[config.mk]
export PLATFORM = sky130hd
export DESIGN_NAME = core_clint
export DESIGN_NICKNAME = d
export VERILOG_FILES = /design/src/rtl/core_clint.sv
export SDC_FILE = /design/constraint.sdc
export NUM_CORES = 1
export LEC_CHECK = 0
export BUFFER_PORTS_ARGS = -buffer_cell sky130_fd_sc_hd__buf_2
export CORE_ASPECT_RATIO = 0.7
export CORE_MARGIN = 2
export CORE_UTILIZATION = 45
export DETAILED_ROUTE_END_ITERATION = 12
export PLACE_DENSITY = 0.77
export SLEW_MARGIN = 20
export SYNTH_ARGS = -nofsm -noshare
export SYNTH_HDL_FRONTEND = slang
export SYNTH_SLANG_ARGS = --single-unit
[constraint.sdc]
create_clock -name clk -period 3.5 [get_ports clk]
set_input_delay 0.525 -clock clk [delete_from_list [all_inputs] [get_ports clk]]
set_output_delay 0.525 -clock clk [all_outputs]
set_load 0.005 [all_outputs]
[src/rtl/core_clint.sv]
// core_clint: core-local interruptor holding mtime / mtimecmp behind a
// single-outstanding valid/ready request/response port.
// Optional feature macro: CLINT_MSIP_EN adds the msip register at +0x0000
// and the o_Clint_msip output; without it that offset is unmapped.
module core_clint #(
   parameter logic [63:0] BASE_ADDR = 64'h0000_0000_0200_0000,
   parameter int unsigned TICK_DIV  = 1
) (
   input  logic        clk,
   input  logic        rst,
   input  logic        i_Clint_req_valid,
   output logic        o_Clint_req_ready,
   input  logic [63:0] i_Clint_addr,
   input  logic        i_Clint_wen,
   input  logic [63:0] i_Clint_wdata,
   input  logic [7:0]  i_Clint_wstrb,
   output logic        o_Clint_resp_valid,
   input  logic        i_Clint_resp_ready,
   output logic [63:0] o_Clint_rdata,
   output logic        o_Clint_err,
   output logic        o_Clint_stop
`ifdef CLINT_MSIP_EN
   ,
   output logic        o_Clint_msip
`endif
);

   localparam logic [0:0]  ST_IDLE      = 1'b0;
   localparam logic [0:0]  ST_RESP      = 1'b1;
   localparam logic [63:0] OFF_MSIP     = 64'h0000;
   localparam logic [63:0] OFF_MTIMECMP = 64'h4000;
   localparam logic [63:0] OFF_MTIME    = 64'hBFF8;
   localparam logic [31:0] PRESC_MAX    = 32'(TICK_DIV - 1);

   logic [0:0]  state;
   logic [31:0] presc;
   logic [63:0] mtime;
   logic [63:0] mtimecmp;
   logic [63:0] offset;
   logic [63:0] rd_mux;
   logic        accept;
   logic        tick;
   logic        hit_mtime;
   logic        hit_cmp;
   logic        hit_msip;
   logic        mapped;
   logic        wr_mtime;
   logic        wr_cmp;
`ifdef CLINT_MSIP_EN
   logic        msip;
`endif

   function automatic logic [63:0] merge(input logic [63:0] old,
                                         input logic [63:0] wdata,
                                         input logic [7:0]  strb);
      logic [63:0] res;
      res = old;
      for (int unsigned k = 0; k < 8; k++)
         if (strb[k]) res[8*k +: 8] = wdata[8*k +: 8];
      return res;
   endfunction

   // Address decode, acceptance and read-data selection
   always_comb begin
      offset    = (i_Clint_addr & ~64'h7) - BASE_ADDR;
      hit_mtime = (offset == OFF_MTIME);
      hit_cmp   = (offset == OFF_MTIMECMP);
`ifdef CLINT_MSIP_EN
      hit_msip  = (offset == OFF_MSIP);
`else
      hit_msip  = 1'b0;
`endif
      mapped    = hit_mtime | hit_cmp | hit_msip;
      accept    = (state == ST_IDLE) & i_Clint_req_valid;
      wr_mtime  = accept & i_Clint_wen & hit_mtime;
      wr_cmp    = accept & i_Clint_wen & hit_cmp;
      tick      = (presc == PRESC_MAX);
      rd_mux    = '0;
      if (hit_mtime)     rd_mux = mtime;
      else if (hit_cmp)  rd_mux = mtimecmp;
`ifdef CLINT_MSIP_EN
      else if (hit_msip) rd_mux = {63'b0, msip};
`endif
   end

   // Prescaler and mtime; a software write to mtime replaces that cycle's tick
   always_ff @(posedge clk) begin
      if (rst) begin
         presc <= '0;
         mtime <= '0;
      end else if (wr_mtime) begin
         mtime <= merge(mtime, i_Clint_wdata, i_Clint_wstrb);
         if (|i_Clint_wstrb) presc <= '0;
         else                presc <= tick ? '0 : presc + 32'd1;
      end else begin
         presc <= tick ? '0 : presc + 32'd1;
         if (tick) mtime <= mtime + 64'd1;
      end
   end

   // mtimecmp byte-enabled write
   always_ff @(posedge clk) begin
      if (rst)         mtimecmp <= '1;
      else if (wr_cmp) mtimecmp <= merge(mtimecmp, i_Clint_wdata, i_Clint_wstrb);
   end

`ifdef CLINT_MSIP_EN
   // Software interrupt pending bit
   always_ff @(posedge clk) begin
      if (rst)                                                   msip <= 1'b0;
      else if (accept && i_Clint_wen && hit_msip && i_Clint_wstrb[0]) msip <= i_Clint_wdata[0];
   end

   assign o_Clint_msip = msip;
`endif

   // Registered timer-expired level
   always_ff @(posedge clk) begin
      if (rst) o_Clint_stop <= 1'b0;
      else     o_Clint_stop <= (mtime >= mtimecmp);
   end

   // Access FSM; response data is captured at acceptance and held during RESP
   always_ff @(posedge clk) begin
      if (rst) begin
         state         <= ST_IDLE;
         o_Clint_rdata <= '0;
         o_Clint_err   <= 1'b0;
      end else begin
         case (state)
            ST_IDLE: begin
               if (accept) begin
                  state         <= ST_RESP;
                  o_Clint_err   <= ~mapped;
                  o_Clint_rdata <= (i_Clint_wen | ~mapped) ? '0 : rd_mux;
               end
            end
            default: begin
               if (i_Clint_resp_ready) state <= ST_IDLE;
            end
         endcase
      end
   end

   assign o_Clint_req_ready  = (state == ST_IDLE);
   assign o_Clint_resp_valid = (state == ST_RESP);

endmodule

==> metrics.cfg <==
[status]
status=complete, no violations

[final_layout]
multiInputGateArea_sq_um=7500
register_area_sq_um=4540
nets=1987
final_cell_mix=227 x dfxtp_1, 204 x buf_2, 124 x nand2_1
layout_commonest_cell=dfxtp_1
final_util_pct=54.7
syn_to_final_growth_pct=18.9
fillers=2574
drive_gt1_share_pct=19.7

[cts]
postCtsSetupRepairBufs=0
cts_hold_buf=0
clk_pin_slew_ns=0.06
clock_path_buffers=3
cts_tree=built
root_buffer=clkbuf_16
clock-sinks=227
htreeDepth=1
cts_buffers=24
worstSkewPairLatency_ns=0.54
cts_resized=0

[global_routing]
antenna_found_initial=6
grt_pass1_wl_microns=67400
grt_overflow=0
first_global_vias=12700
grt_max_degree=65
globalRouteTotalUtil_pct=27.7

[synth]
yosysWarnings=0
yosysUniqueCellTypes=81
synthTopCellsByArea=dfxtp_1 35%, ha_1 6.5%, nor3_1 4.6%
synth_top_area_share_pct=35.4
synth-edff-count=0
syn_area_sq_um=12800
yosys.area.top_type=dfxtp_1
synth_flop_cell=dfxtp_1
ys_ff_latch=227
synth.net_count=1784
ys_seq_area_share_pct=35.4
syn_avg_cell_area_sq_um=8.14
synthCells=1576
synth-async-reset-ratio_pct=0

[route]
drtPass1Iterations=7
num_vias=13800
ant_nets=0
routed_wl_microns=42700
wl_per_cell_microns=19.7
drc=0
via_per_inst=6.34
drtIter0Drc=1665

[floorplanning]
row_count=51
start_util_pct=46.0
die_area_sq_um=29900
io_pins=209
die_h_microns=145
core_sq_um=27900
die_width_microns=206

[timing]
clock_skew_ns=0.0197
finalSetupTns_ns=0
drv_slew=0
finalSetupViolCount=0
hold_viol_final=0
fin_ws_ns=0.385
post-route-period-util_pct=89.0
max_freq_mhz=321
tightestPinTransition_ns=1.07
max_slew_margin_pct=28.3
min_period_ns=3.11
rsz0062_at_grt=no

[placement]
hpwl_microns=31300
portBuffers=205
globalplace.congestion=0.932
dp_slack_ns=0.173

[power]
ir_drop_v=0.000423
p_leak_nw=6.44
p_per_area_nw_per_um2=355
power.total_mw=5.41

[setup_path]
worstSetupStartpointType=flop
reg2reg_slack_ns=0.39
crit_type=flop to flop
cp.arrival_ns=3.53
critPathMaxFanout=12
ff2ff_path_depth=7
timing.rr.end=mtime[0]
required_ns=3.92
critPathCaptureType=flop
reg2reg_from=presc[24]

[hold_path]
whs_endpoint=o_Clint_resp_valid
holdPathStages=2
min_from=i_Clint_resp_ready
hp-class=input port to flop

[job]
cap_viol_max_count=0

logic make-up after synthesis:
family          synth area share [%]
xor+xnor                        2.25
fa+ha+maj                       6.54
flops                           35.4
buf+inv                         6.31
mux                            0.849
simple gates                    24.2
compound gates                  24.4
sequential cells by signal, indices dropped and copies added, names as in the netlist:
register	cells
mtime	64
mtimecmp	64
o_Clint_err	1
o_Clint_rdata	64
o_Clint_resp_valid	1
o_Clint_stop	1
presc	32
cells in the mapped netlist (all sizes together) (23+ instances only):
library cell,count
a211oi,23
a21o,25
a21oi,42
a22oi,68
a31oi,89
and3,24
buf,26
clkbuf,75
dfxtp,227
ha,67
inv,99
nand2,125
nand3,59
nand4,56
nor2,84
nor3,117
nor4,36
o21ai,94
worst max-delay path, cell delays in order (launching register included):
cell     delay, ns
dfxtp_1       0.35
nor4_1        0.39
nand4_1       0.42
or2_1         0.37
buf_4         0.18
a21oi_1       0.83
nor4_1        0.10
a311o_1       0.35
per-layer routing:
metal	track usage (%)	routed length (microns)	vias to the layer above
met5	0	17	-
met4	7.73	1160	2
met3	5.50	4510	111
met2	41.7	18300	720
met1	39.9	18700	6532
li1	-	-	6393
worst max-delay path by stage:
stage | cells past startpoint | slack, ns | from | to
after floorplan | 8 | 0.74 | i_Clint_addr[26] | o_Clint_rdata[10]
final | 7 | 0.39 | presc[24] | mtime[0]
after CTS | 8 | 0.43 | mtime[1] | mtime[50]
after detailed placement | 9 | 0.17 | i_Clint_addr[26] | mtime[50]
after global placement | 9 | 0.21 | i_Clint_addr[40] | mtime[43]
after global routing | 8 | 0.20 | mtime[1] | mtime[50]
power by group:
part	total, mW	switching (mW)	internal, mW
registers	2.59	0.00725	2.59
logic	0.280	0.185	0.0952
clock network	2.54	1.09	1.45
total	5.41	1.28	4.13
final cells by class:
type / instances / share of cell area, %
inverters: 99 / 2.44
well taps: 371 / 3.05
repair buffers: 278 / 10.5
clock buffers: 36 / 4.57
flip-flops and latches: 227 / 29.8
multi-input cells: 1149 / 49.2
diodes: 5 / 0.0821
clock inverters: 5 / 0.369
through the flow:
step	instances	instance area [sq um]	hold WS, ns
CTS	2165	15200	0.158
global route	2168	15200	0.164
floorplan	1576	12800	0.442
detailed placement	2124	14500	0.438
finish	2170	15200	0.178
global placement	2124	14500	0.433
Power figures use the tool's default switching activity.
